### config.mk
export PLATFORM = sky130hd
export DESIGN_NAME = i_mem_read_arbiter
export DESIGN_NICKNAME = d
export VERILOG_FILES = /design/src/rtl/i_mem_read_arbiter.sv
export SDC_FILE = /design/constraint.sdc
export NUM_CORES = 1
export LEC_CHECK = 0
export CAP_MARGIN = 20
export CORE_MARGIN = 8
export CORE_UTILIZATION = 32
export CTS_CLUSTER_SIZE = 20
export DETAILED_ROUTE_END_ITERATION = 7
export PLACE_DENSITY = 0.78
export SLEW_MARGIN = 10
export SYNTH_ARGS = -nofsm -noshare
export SYNTH_HDL_FRONTEND = slang
export SYNTH_SLANG_ARGS = --single-unit
export TNS_END_PERCENT = 5
### constraint.sdc
create_clock -name clk -period 2.1 [get_ports clk]
set_input_delay 0.315 -clock clk [delete_from_list [all_inputs] [get_ports clk]]
set_output_delay 0.315 -clock clk [all_outputs]
set_load 0.005 [all_outputs]
### src/rtl/i_mem_read_arbiter.sv
// Two-master AXI read arbiter: I-cache refill (master 0, priority) and stream-buffer
// prefetch (master 1, starvation-guarded) share one memory read port, one burst at a time.
module i_mem_read_arbiter #(
    parameter int ADDR_WIDTH   = 32,
    parameter int DATA_WIDTH   = 32,
    parameter int ID_WIDTH     = 4,
    parameter int LEN_WIDTH    = 8,
    parameter int STARVE_LIMIT = 4
) (
    input  logic                  clk,
    input  logic                  rst,

    input  logic [ADDR_WIDTH-1:0] m0_araddr,
    input  logic [LEN_WIDTH-1:0]  m0_arlen,
    input  logic [ID_WIDTH-1:0]   m0_arid,
    input  logic                  m0_arvalid,
    output logic                  m0_arready,
    output logic [DATA_WIDTH-1:0] m0_rdata,
    output logic [ID_WIDTH-1:0]   m0_rid,
    output logic                  m0_rlast,
    output logic                  m0_rvalid,
    input  logic                  m0_rready,

    input  logic [ADDR_WIDTH-1:0] m1_araddr,
    input  logic [LEN_WIDTH-1:0]  m1_arlen,
    input  logic [ID_WIDTH-1:0]   m1_arid,
    input  logic                  m1_arvalid,
    output logic                  m1_arready,
    output logic [DATA_WIDTH-1:0] m1_rdata,
    output logic [ID_WIDTH-1:0]   m1_rid,
    output logic                  m1_rlast,
    output logic                  m1_rvalid,
    input  logic                  m1_rready,

    output logic [ADDR_WIDTH-1:0] s_araddr,
    output logic [LEN_WIDTH-1:0]  s_arlen,
    output logic [ID_WIDTH-1:0]   s_arid,
    output logic                  s_arvalid,
    input  logic                  s_arready,
    input  logic [DATA_WIDTH-1:0] s_rdata,
    input  logic [ID_WIDTH-1:0]   s_rid,
    input  logic                  s_rlast,
    input  logic                  s_rvalid,
    output logic                  s_rready,

    output logic                  grant,
    output logic                  busy,
    output logic                  proto_err
);

    localparam int STARVE_W = $clog2(STARVE_LIMIT + 1);
    localparam logic [STARVE_W-1:0] STARVE_MAX = STARVE_W'(STARVE_LIMIT);

    typedef enum logic [1:0] {
        IDLE,
        ADDR,
        DATA
    } state_t;

    state_t                state;
    logic [ADDR_WIDTH-1:0] lat_addr;
    logic [LEN_WIDTH-1:0]  lat_len;
    logic [ID_WIDTH-1:0]   lat_id;
    // One extra bit so an overrunning burst keeps counting past arlen instead of wrapping.
    logic [LEN_WIDTH:0]    beat_cnt;
    logic [STARVE_W-1:0]   starve_cnt;

    logic pick_m1;
    logic r_hs;
    logic rid_bad;
    logic overrun;
    logic early_last;

    assign pick_m1    = m1_arvalid && (!m0_arvalid || (starve_cnt == STARVE_MAX));
    assign r_hs       = s_rvalid && s_rready;
    assign rid_bad    = (s_rid != lat_id);
    assign overrun    = (beat_cnt == {1'b0, lat_len}) && !s_rlast;
    assign early_last = s_rlast && (beat_cnt < {1'b0, lat_len});

    // NOTE: every register here is written with <= so all updates see pre-edge values;
    // mixing in blocking assignments would make the result depend on statement order.
    always_ff @(posedge clk or posedge rst) begin
        if (rst) begin
            state      <= IDLE;
            grant      <= 1'b0;
            busy       <= 1'b0;
            s_arvalid  <= 1'b0;
            starve_cnt <= '0;
            beat_cnt   <= '0;
            lat_addr   <= '0;
            lat_len    <= '0;
            lat_id     <= '0;
            proto_err  <= 1'b0;
        end else begin
            case (state)
                IDLE: begin
                    if (m0_arvalid || m1_arvalid) begin
                        state     <= ADDR;
                        busy      <= 1'b1;
                        s_arvalid <= 1'b1;
                        grant     <= pick_m1;
                        lat_addr  <= pick_m1 ? m1_araddr : m0_araddr;
                        lat_len   <= pick_m1 ? m1_arlen  : m0_arlen;
                        lat_id    <= pick_m1 ? m1_arid   : m0_arid;
                        // Only a demand win over a waiting prefetch counts toward starvation.
                        if (pick_m1 || !m1_arvalid) begin
                            starve_cnt <= '0;
                        end else if (starve_cnt != STARVE_MAX) begin
                            starve_cnt <= starve_cnt + 1'b1;
                        end
                    end
                end

                ADDR: begin
                    if (s_arready) begin
                        state     <= DATA;
                        s_arvalid <= 1'b0;
                        beat_cnt  <= '0;
                    end
                end

                DATA: begin
                    if (r_hs) begin
                        if (beat_cnt != '1) begin
                            beat_cnt <= beat_cnt + 1'b1;
                        end
                        if (rid_bad || overrun || early_last) begin
                            proto_err <= 1'b1;
                        end
                        if (s_rlast) begin
                            state <= IDLE;
                            busy  <= 1'b0;
                        end
                    end
                end

                default: begin
                    state     <= IDLE;
                    busy      <= 1'b0;
                    s_arvalid <= 1'b0;
                end
            endcase
        end
    end

    assign s_araddr = lat_addr;
    assign s_arlen  = lat_len;
    assign s_arid   = lat_id;

    // Data and ID buses fan out to both masters; only valid/last are steered.
    assign m0_rdata = s_rdata;
    assign m1_rdata = s_rdata;
    assign m0_rid   = s_rid;
    assign m1_rid   = s_rid;

    // NOTE: each output gets a default before any branch, so no path leaves it
    // unassigned and no latch is inferred.
    always_comb begin
        m0_arready = 1'b0;
        m1_arready = 1'b0;
        m0_rvalid  = 1'b0;
        m1_rvalid  = 1'b0;
        m0_rlast   = 1'b0;
        m1_rlast   = 1'b0;
        s_rready   = 1'b0;
        if (state == ADDR) begin
            if (grant) begin
                m1_arready = s_arready;
            end else begin
                m0_arready = s_arready;
            end
        end
        if (state == DATA) begin
            if (grant) begin
                m1_rvalid = s_rvalid;
                m1_rlast  = s_rlast;
                s_rready  = m1_rready;
            end else begin
                m0_rvalid = s_rvalid;
                m0_rlast  = s_rlast;
                s_rready  = m0_rready;
            end
        end
    end

endmodule
[Yosys cells after proc, flatten, opt, wreduce, memory -nomap -nowiden]
Cells that the tools add are included.
Storage, ports and cells
  flip-flop bits (word level): 62
  bits of input ports: 133
  logic and storage cells: 83
Cells by class
  muxes and demuxes: 34
  reduce and logical (&&, ||, !) cells: 22
  bitwise gates (word level): 2
  magnitude comparators: 1
  $add $sub $neg: 2
  equal/unequal tests: 12
Operators by type and width (number)
  $mux W32: 1
  $mux W9: 3
  $mux W1: 18
  $pmux W9 S2: 1
  $reduce_and A4 Y1: 3
  $ne A2 B2 Y1 const B: 5
  $add A9 B1 Y9 const B: 1
  $eq A9 B8 Y1: 1
  $lt A9 B8 Y1: 1
  $ne A9 B9 Y1 const B: 1
  $reduce_and A3 Y1: 3
  $mux W2: 4
  $mux W8: 1
  $mux W3: 2
  $pmux W1 S3: 2
  $pmux W2 S3: 1
  $logic_or A1 B1 Y1: 5
  $logic_and A1 B1 Y1: 4
  $mux W4: 1
  $ne A4 B4 Y1: 1
  $reduce_bool A2 Y1: 2
  $add A3 B1 Y3 const B: 1
  $eq A3 B3 Y1 const B: 1
  $logic_not A1 Y1: 3
  other kinds (6): 7

[Longest topological paths before layout]
  depth in word-level cells: 6
  depth in mapped cells: 8

[Worst setup path before layout]
No wires, ideal clock.
  kind: register -> register
  from: register beat_cnt[4]
  to: register beat_cnt[7]
  data arrival time: 1.792 ns
  stages on the path, launching flop included: 9
  slack: 0.164 ns
  library setup time: 0.144 ns
  period minus slack after synthesis: 1.936 ns
  cells stage by stage: dfrtp_1 > and4_1 > nand2_1 > nor2_1 > ha_1 > o31ai_4 > nor4b_4 > xnor2_1 > nor2_1
Between the ends
  longest elaborated chain between the ends: 4
  elaborated cells on any way between the ends: 7
Ends and longest elaborated chain
  from (decl): line 65  | logic [LEN_WIDTH:0] beat_cnt;
  from (signal assigned): line 125  | beat_cnt <= beat_cnt + 1'b1;
  $add A9 B1 Y9: line 125
  $mux W9: line 124  | if (beat_cnt != '1) begin
  $mux W9: line 123  | if (r_hs) begin
  $pmux W9 S2: line 95  | case (state)
Parallel ways exist; a longest one is shown, timed or not. The select of a mux whose other input is x is not followed.
A chain may end at the register's enable or synchronous reset.

[Final worst setup path]
  from: input s_arready
  to: output m0_arready
Between the ends
  longest elaborated chain between the ends: 2
Ends and longest elaborated chain
  from (decl): line 39  | input logic s_arready,
  $mux W1: line 167  | if (grant) begin
  $mux W1: line 166  | if (state == ADDR) begin
  to (decl): line 17  | output logic m0_arready,
No other way between the ends.

==> results.json <==
{
  "overflow": 0,
  "power_density_nw_per_um2": 1200,
  "clkSinkCount": 62,
  "fp.dieH_um": 125,
  "setup-tns-final_ps": 0,
  "worst_setup_path_start_kind": "primary input",
  "grt_max_degree": 91,
  "drt_wl_total_mm": 10.6,
  "synthFlopType": "dfrtp_1",
  "gp_congestion": 0.812,
  "cts_setup_buffers": 0,
  "clockRootBuffer": "clkbuf_16",
  "vias": 3048,
  "crit_path_end_kind": "output port",
  "ys_seq_area_frac": 0.411,
  "slew_headroom": 0.739,
  "synth_nets": 549,
  "num_antenna_cells": 0,
  "ys_types": 40,
  "wl_per_cell_um": 16.4,
  "final_nets": 646,
  "cts_buffers": 9,
  "syn_area_um2": 3780,
  "period_needed_ps": 2030,
  "fillCellCount": 1094,
  "hold_viol": 0,
  "dieArea_um2": 15500,
  "dp_hpwl_mm": 8.40,
  "fin_crit_sh": 0.965,
  "synth_cells": 404,
  "status": "completed",
  "drcViolationCount": 0,
  "yosys_register_bits": 62,
  "ys_async_sr_fraction": 1.00,
  "skew_ps": 4.86,
  "fp.dieW_um": 125,
  "via_per_inst": 4.70,
  "clk_pin_slew_worst_paths_ps": 50,
  "synth_edf_count": 0,
  "grt_pass1_wl_mm": 17.3,
  "drtPass1Iterations": 4,
  "grt_antenna_before_repair": 0,
  "start_util": 0.329,
  "area_delta_synth_final_pct": 45.4,
  "p_leak_nw": 2.55,
  "drv_cap": 0,
  "core-area_um2": 11500,
  "final_antenna_net_count": 0,
  "portBuffers": 163,
  "grt_pass1_vias": 3426,
  "critPathKind": "in -> out",
  "critPathMaxFanout": 3,
  "tightest_slew_ps": 382,
  "cts_htree_levels": 3,
  "finalMaxSlewViolations": 0,
  "fmax_mhz": 493,
  "required_ps": 1780,
  "cts_buffer_depth": 2,
  "ir_drop_uv": 716,
  "arrival_ps": 1710,
  "num_rows": 39,
  "worstHoldPathType": "in -> async",
  "yosysWarnings": 0,
  "rsz0062_at_grt": "yes",
  "finalPower_w": 0.00659,
  "setup_viol": 0,
  "cts_tree": "done",
  "drtIter0Drc": 90,
  "grt_use_total": 0.137,
  "clk_latency_ps": 330,
  "ios": 260,
  "avgSynthCellArea_um2": 9.35,
  "drive_above_1_share": 0.0731
}
-- worst paths after layout --
path	from	endpoint	slack, ps	depth (start not counted)
setup / recovery	s_arready	m0_arready	70	5
hold / removal	rst	s_araddr[1]$_DFFE_PP0P_	380	3
setup reg to reg	beat_cnt[3]$_DFFE_PP0P_	beat_cnt[4]$_DFFE_PP0P_	180	9
hold reg to reg	s_araddr[25]$_DFFE_PP0P_	s_araddr[25]$_DFFE_PP0P_	470	2
max in group asynchronous	rst	state[0]$_DFFE_PP0P_	1410	3
min in group clk	s_araddr[25]$_DFFE_PP0P_	s_araddr[25]$_DFFE_PP0P_	470	2
-- cell type report --
| class | instances | area (um2) | share of cell area |
|---|---|---|---|
| clock inverters | 7 | 145 | 0.0264 |
| multi-input cells | 239 | 1580 | 0.287 |
| well taps | 143 | 179 | 0.0326 |
| flip-flops and latches | 62 | 1550 | 0.283 |
| inverters | 14 | 52.6 | 0.00957 |
| clock buffers | 9 | 225 | 0.0410 |
| repair buffers | 175 | 1760 | 0.321 |
-- sequential cells by signal, indices dropped and copies added (netlist names) --
register and count:
s_arid 4, busy 1, proto_err 1, grant 1, starve_cnt 3, s_arvalid 1, state 2, beat_cnt 9
s_arlen 8, s_araddr 32
-- power breakdown --
part	switching (W)	internal, W
logic	0.00117	0.00152
clock network	0.000562	0.00128
registers	0.000353	0.00170
-- stage by stage --
step	util	cells	hold slack [ps]	area [um2]	setup slack, ps
3_3_place_gp	0.445	633	462	5110	56.8
4_1_cts	0.478	649	391	5480	20.0
3_5_place_dp	0.445	633	469	5110	-2.91
2_1_floorplan	-	404	461	3780	164
5_1_grt	0.479	649	440	5490	-33.3
6_report	0.479	649	378	5490	72.5
-- worst max-delay path, stage by stage --
cell             delay, ps
clkdlybuf4s50_1        490
buf_4                  120
nand3b_1               150
nor2_1                 130
clkdlybuf4s50_1        510
-- cells in the mapped netlist (2+ instances only) --
master	number	area [um2]
and3_1	3	18.8
buf_2	4	20.0
buf_4	73	548
clkbuf_1	12	45.0
dfrtp_1	62	1550
ha_1	12	150
inv_1	14	52.6
mux2i_1	44	440
nand2_1	58	218
nand2b_1	2	12.5
nand3_1	6	30.0
nand3b_1	3	22.5
nand4_1	5	31.3
nor2_1	19	71.3
nor2b_1	2	12.5
o21ai_0	53	265
xnor2_1	4	35.0
xor2_1	6	52.6
-- metal layers --
metal / GRT usage / part of all wire / vias up
met1: 0.137 / 0.37 / 1395
li1: - / - / 1487
met2: 0.232 / 0.49 / 139
met5: 0 / 0 / -
met3: 0.0660 / 0.11 / 27
met4: 0.0744 / 0.027 / 0
-- cell families after synthesis --
logic type                 Yosys count  synth area share
muxes                               45             0.120
AOI/OAI and AO/OA                   64            0.0957
DFF                                 62             0.411
xor gates and xnor gates            10            0.0232
and+or+nand+nor                    108             0.134
buffers and inverters              103             0.176
adders and majority gates           12            0.0397
-- what timing repair did --
action | 4_1_cts | 5_1_grt
pin swaps | 0 | 1
resized for setup | 2 | 3
endpoints found under the setup margin | 4 | 7
hold buffers | 0 | 0
-- layout by cell type, fill, tap and decap left out, types with 4 or more instances in the layout --
cell             count
bufinv_16            4
mux2i_1             44
inv_1               13
nand2_1             57
xnor2_1              4
clkbuf_16            9
ha_1                12
buf_4                8
nor2_1              19
dfrtp_1             61
clkdlybuf4s50_1    163
o21ai_0             53
nand3_1              6
xor2_1               6
nand4_1              5
Note: power is estimated with default switching activity, not from simulation.
